<file path="config.mk">
export PLATFORM = sky130hd
export DESIGN_NAME = cacheline_mem_arbiter
export DESIGN_NICKNAME = d
export VERILOG_FILES = /design/src/rtl/cacheline_mem_arbiter.sv
export SDC_FILE = /design/constraint.sdc
export NUM_CORES = 1
export LEC_CHECK = 0
export CAP_MARGIN = 10
export CORE_AREA = 2 2 645 647
export CTS_CLUSTER_SIZE = 25
export DETAILED_ROUTE_END_ITERATION = 7
export DIE_AREA = 0 0 647 649
export GPL_ROUTABILITY_DRIVEN = 0
export SETUP_SLACK_MARGIN = 0.3
export SYNTH_ARGS = -nofsm -noshare
export SYNTH_HDL_FRONTEND = slang
export SYNTH_SLANG_ARGS = --single-unit
</file>
<file path="constraint.sdc">
create_clock -name clk -period 5 [get_ports clk]
set_input_delay 0.75 -clock clk [delete_from_list [all_inputs] [get_ports clk]]
set_output_delay 0.75 -clock clk [all_outputs]
set_load 0.02 [all_outputs]
</file>
<file path="src/rtl/cacheline_mem_arbiter.sv">
// Arbitrates I-cache, D-cache and prefetcher cacheline requests onto one memory port.
// Optional ARB_PF_AGING_EN promotes a starved prefetch after PF_MAX_WAIT bypasses.
module cacheline_mem_arbiter #(
  parameter int unsigned PF_MAX_WAIT = 16
) (
  input  logic         clk,
  input  logic         rst,
  input  logic         i_read,
  input  logic [31:0]  i_address,
  output logic [255:0] i_rdata,
  output logic         i_resp,
  input  logic         d_read,
  input  logic         d_write,
  input  logic [31:0]  d_address,
  input  logic [255:0] d_wdata,
  output logic [255:0] d_rdata,
  output logic         d_resp,
  input  logic         pf_read,
  input  logic [31:0]  pf_address,
  output logic [255:0] pf_rdata,
  output logic         pf_resp,
  output logic         mem_read,
  output logic         mem_write,
  output logic [31:0]  mem_address,
  output logic [255:0] mem_wdata,
  input  logic [255:0] mem_rdata,
  input  logic         mem_resp
);

  localparam int unsigned ADDR_W = 32;
  localparam int unsigned LINE_W = 256;
  localparam int unsigned OFF_W  = 5;

  if (PF_MAX_WAIT < 1 || PF_MAX_WAIT > 255) begin : g_bad_wait
    $error("PF_MAX_WAIT must be in 1..255");
  end

  typedef enum logic [2:0] {IDLE, SERVE_D, SERVE_I, SERVE_PF, GAP} state_t;

  state_t              state, state_n;
  logic                mem_read_n, mem_write_n;
  logic [ADDR_W-1:0]   mem_address_n;
  logic [LINE_W-1:0]   mem_wdata_n;
  logic                pf_promote;
  logic                demand_req;

  assign demand_req = d_read || d_write || i_read;

`ifdef ARB_PF_AGING_EN
  localparam int unsigned AGE_W = 8;
  logic [AGE_W-1:0] age, age_n;

  assign pf_promote = pf_read && (age >= AGE_W'(PF_MAX_WAIT));

  // Saturating count of IDLE grants that went to a demand port over a waiting prefetch
  always_comb begin
    age_n = age;
    if (!pf_read) begin
      age_n = '0;
    end else if (state == IDLE) begin
      if (pf_promote || !demand_req) begin
        age_n = '0;
      end else if (age != '1) begin
        age_n = age + AGE_W'(1);
      end
    end
  end

  always_ff @(posedge clk) begin
    if (rst) age <= '0;
    else     age <= age_n;
  end
`else
  assign pf_promote = 1'b0;
`endif

  // Line offset bits never reach memory
  logic unused_offset_bits;
  assign unused_offset_bits = ^{i_address[OFF_W-1:0], d_address[OFF_W-1:0],
                                pf_address[OFF_W-1:0]};

  always_comb begin
    state_n       = state;
    mem_read_n    = mem_read;
    mem_write_n   = mem_write;
    mem_address_n = mem_address;
    mem_wdata_n   = mem_wdata;
    case (state)
      IDLE: begin
        if (pf_promote) begin
          state_n       = SERVE_PF;
          mem_read_n    = 1'b1;
          mem_address_n = {pf_address[ADDR_W-1:OFF_W], OFF_W'(0)};
        end else if (d_read || d_write) begin
          // Simultaneous read and write from the D-cache is served as the writeback
          state_n       = SERVE_D;
          mem_write_n   = d_write;
          mem_read_n    = !d_write;
          mem_address_n = {d_address[ADDR_W-1:OFF_W], OFF_W'(0)};
          mem_wdata_n   = d_wdata;
        end else if (i_read) begin
          state_n       = SERVE_I;
          mem_read_n    = 1'b1;
          mem_address_n = {i_address[ADDR_W-1:OFF_W], OFF_W'(0)};
        end else if (pf_read) begin
          state_n       = SERVE_PF;
          mem_read_n    = 1'b1;
          mem_address_n = {pf_address[ADDR_W-1:OFF_W], OFF_W'(0)};
        end
      end
      SERVE_D, SERVE_I, SERVE_PF: begin
        if (mem_resp) begin
          state_n     = GAP;
          mem_read_n  = 1'b0;
          mem_write_n = 1'b0;
        end
      end
      GAP:     state_n = IDLE;
      default: state_n = IDLE;
    endcase
  end

  always_ff @(posedge clk) begin
    if (rst) begin
      state       <= IDLE;
      mem_read    <= 1'b0;
      mem_write   <= 1'b0;
      mem_address <= '0;
      mem_wdata   <= '0;
    end else begin
      state       <= state_n;
      mem_read    <= mem_read_n;
      mem_write   <= mem_write_n;
      mem_address <= mem_address_n;
      mem_wdata   <= mem_wdata_n;
    end
  end

  // Completion goes only to the port being served; mem_resp elsewhere is dropped
  assign d_resp   = (state == SERVE_D)  && mem_resp;
  assign i_resp   = (state == SERVE_I)  && mem_resp;
  assign pf_resp  = (state == SERVE_PF) && mem_resp;
  assign d_rdata  = d_resp  ? mem_rdata : '0;
  assign i_rdata  = i_resp  ? mem_rdata : '0;
  assign pf_rdata = pf_resp ? mem_rdata : '0;

endmodule

</file>
==> reports/summary.txt <==
Status: finished clean
First drt pass iteration count: 6
Hold Crit Class: reg -> reg
Final Max Slew Viols: 0
Net Sw Frac: 42.3%
Max VDD drop: 0.000230 V
Worst Path Required: 4.25 ns
First-pass GRT wire length: 407000 um
Die height: 649 um
Crit-path max FO: 64
Sequential power share: 24.8%
Critical-path top delay cell: clkdlybuf4s50_1
# IOs: 1676
FP Rows: 236
Fin area: 0.0416 sq mm
Hold Buf Count CTS: 0
Placed wire-length estimate: 322000 um
Initial antenna violation count: 390
Slowest stage delay, CP: 0.62 ns
Core area: 0.413 sq mm
Worst Path Class, Setup: in -> out
Final Hold Fails: 0
P_sw: 4.59 mW
Worst-Margin Slew: 1.21 ns
Post-cts gate resize count: 0
Total gr overflow: 0
Post-Syn Instances: 2243
Post-route minimum period: 4.13 ns
Fraction of layout cells with a size suffix above 1: 12.0%
Multi-input gate area: 0.00991 sq mm
Critical Path Source Type: primary input
Clock buffer count from CTS: 46
Kind of cell adding the most delay to the critical path: buffers and inverters
Maximum clock rate: 242 MHz
Die width: 647 um
Synthesis-stage register bit count: 288
Endpoint kind of the worst setup timing path: primary output
LEAKAGE: 13.8 nW
Total Wirelength: 357000 um
Routed len/inst: 38.2 um
Vias in the first global route: 23400
Crit path top cell by count: clkdlybuf4s50_1
Rel. slew slack: 18.9%
Synth warn: 0
Remaining DRCs: 0
Clock power share: 33.4%
Final net count: 4391
Number of vias per cell: 2.77
Seq. cell area: 0.00577 sq mm
Area grow syn2layout: 151%
RSZ-0062 raised after global routing: no
Synth Area per Inst: 7.41 sq um
Post-CTS Setup Bufs: 0
Syn Std Cell Area: 0.0166 sq mm
Pin count of the biggest net entering global routing: 208
CTS tree: yes
Via count: 25900
Worst path arrival time: 3.38 ns
Initial DRC Count: 2412
Combinational power share: 41.8%
Clk buf depth: 3
Period Utilization, post-route: 82.6%
Power per cell area: 260 mW/mm^2
Area after DPL: 0.0398 sq mm
Clk_lat worst skew: 0.66 ns
Final ANT Viol Nets: 0
Die area: 0.420 sq mm
Final setup vio count: 0
CTS Sinks: 288
Clock Pin Slew Worst Setup and Hold Paths: 0.05 ns
GRT Total Usage: 16.3%
H-tree lvl count: 2
CP cell instances: clkdlybuf4s50_1 > nand2b_1 > nor3_2 > buf_12 > buf_4 > and2_1 > clkdlybuf4s50_1
Root Driver: clkbuf_16
Register area share after synthesis: 34.7%
CP bufs+invs: 4
Synth unique cells: 27
Total internal power: 6.25 mW
Clk_skew: 0.0357 ns
PortBufs: 1655
Starting Density: 4.03%
Max Cap Violations: 0
Filler Cells Inserted: 47800
Setup tns final: 0 ns
[flip-flops by register name, summed over array words and instances (netlist names)]
register     count
state            3
mem_wdata      256
mem_read         1
mem_write        1
mem_address     27
[final cells by class]
cell class | instances | area share (%)
Timing Repair Buffer | 1733 | 41.5
Multi-Input combinational cell | 1704 | 23.8
Tap cell | 5474 | 16.4
Sequential cell | 288 | 13.8
Clock buffer | 55 | 2.92
Clock inverter | 30 | 0.983
Antenna cell | 71 | 0.427
Inverter | 3 | 0.0270
[Yosys cell counts]
| cell type | number | area share (%) |
|---|---|---|
| a221oi_1 | 1 | 0.053 |
| nor3_1 | 5 | 0.15 |
| o32ai_2 | 19 | 1.9 |
| nor2b_1 | 28 | 1.1 |
| buf_6 | 4 | 0.27 |
| clkbuf_1 | 237 | 5.4 |
| or2_2 | 2 | 0.075 |
| dfxtp_1 | 288 | 35 |
| a2bb2oi_1 | 1 | 0.053 |
| o221ai_1 | 1 | 0.053 |
| nand2b_1 | 29 | 1.1 |
| nand2_1 | 2 | 0.045 |
| or3_1 | 2 | 0.075 |
| o21ai_0 | 259 | 7.8 |
| buf_1 | 3 | 0.068 |
| buf_2 | 3 | 0.090 |
| or4_1 | 1 | 0.045 |
| nor2_1 | 30 | 0.68 |
| inv_1 | 3 | 0.068 |
| conb_1 | 1 | 0.023 |
| o32ai_1 | 8 | 0.42 |
| nor4_1 | 1 | 0.038 |
| a211oi_1 | 29 | 1.3 |
| a21oi_1 | 257 | 7.7 |
| and2_1 | 768 | 29 |
| nand3_1 | 256 | 7.7 |
| buf_4 | 5 | 0.23 |
[layer usage]
layer,vias up,global-route usage (%),share of wire [%]
met5,-,0.366,0.28
met4,68,4.12,3.7
met3,739,6.21,9.4
met2,2244,31.1,52
met1,12200,16.3,34
li1,10700,-,-
[cell families after synthesis]
group                  after synthesis  synth area share, %
AOI/OAI and AO/OA                  575                 19.3
other                                1               0.0226
buffers and inverters              255                 6.08
and+or+nand+nor                   1124                 39.9
DFF                                288                 34.7
[through the flow]
| stage | util, % | hold slack (ns) | cells | total power, mW | setup slack [ns] |
|---|---|---|---|---|---|
| after floorplan | - | 0.446 | 2247 | 4.24 | 2.33 |
| after global placement | 9.65 | 0.462 | 9201 | 7.39 | 0.853 |
| after detailed placement | 9.66 | 0.466 | 9202 | 7.40 | 0.824 |
| after CTS | 10.1 | 0.473 | 9287 | 11.2 | 0.812 |
| after global routing | 10.1 | 0.486 | 9314 | 11.3 | 0.715 |
| final | 10.1 | 0.469 | 9358 | 10.8 | 0.869 |
[placed cells by master (no fill, tap or decap), types with 2 or more instances in the layout]
| master | instances |
|---|---|
| a211oi_1 | 25 |
| a211oi_2 | 4 |
| a21oi_1 | 257 |
| and2_1 | 768 |
| buf_12 | 65 |
| buf_4 | 281 |
| bufinv_16 | 7 |
| clkbuf_1 | 6 |
| clkbuf_16 | 46 |
| clkbuf_8 | 3 |
| clkdlybuf4s50_1 | 1386 |
| clkinv_2 | 6 |
| clkinv_4 | 9 |
| conb_1 | 5 |
| dfxtp_1 | 288 |
| diode_2 | 71 |
| inv_1 | 3 |
| inv_6 | 4 |
| nand2_1 | 2 |
| nand2b_1 | 29 |
| nand3_1 | 256 |
| nor2_1 | 28 |
| nor2_4 | 2 |
| nor2b_1 | 28 |
| nor3_2 | 4 |
| o21ai_0 | 259 |
| o32ai_1 | 8 |
| o32ai_2 | 19 |
[path summary, 6_finish.rpt]
check	from	to	slack [ns]	depth (start not counted)
setup / recovery	mem_resp	i_rdata[223]	0.87	7
hold / removal	mem_wdata[116]	mem_wdata[116]	0.47	2
setup reg to reg	state[0]	mem_address[31]	2.47	3
hold reg to reg	mem_wdata[116]	mem_wdata[116]	0.47	2
[power groups by stage]
| stage | registers [mW] | clock network, mW | logic (mW) |
|---|---|---|---|
| floorplan | 3.04 | 0 | 1.19 |
| global placement | 2.73 | 0 | 4.66 |
| detailed placement | 2.74 | 0 | 4.66 |
| CTS | 2.69 | 3.79 | 4.67 |
| global route | 2.72 | 3.84 | 4.73 |
| finish | 2.69 | 3.62 | 4.53 |
[worst reg2reg max path: stages, from the launching register on]
cell and delay (ns):
dfxtp_1 0.37, or3_4 0.64, or3_2 0.95, o32ai_1 0.46
No activity file was read; power rests on OpenSTA's default activity.
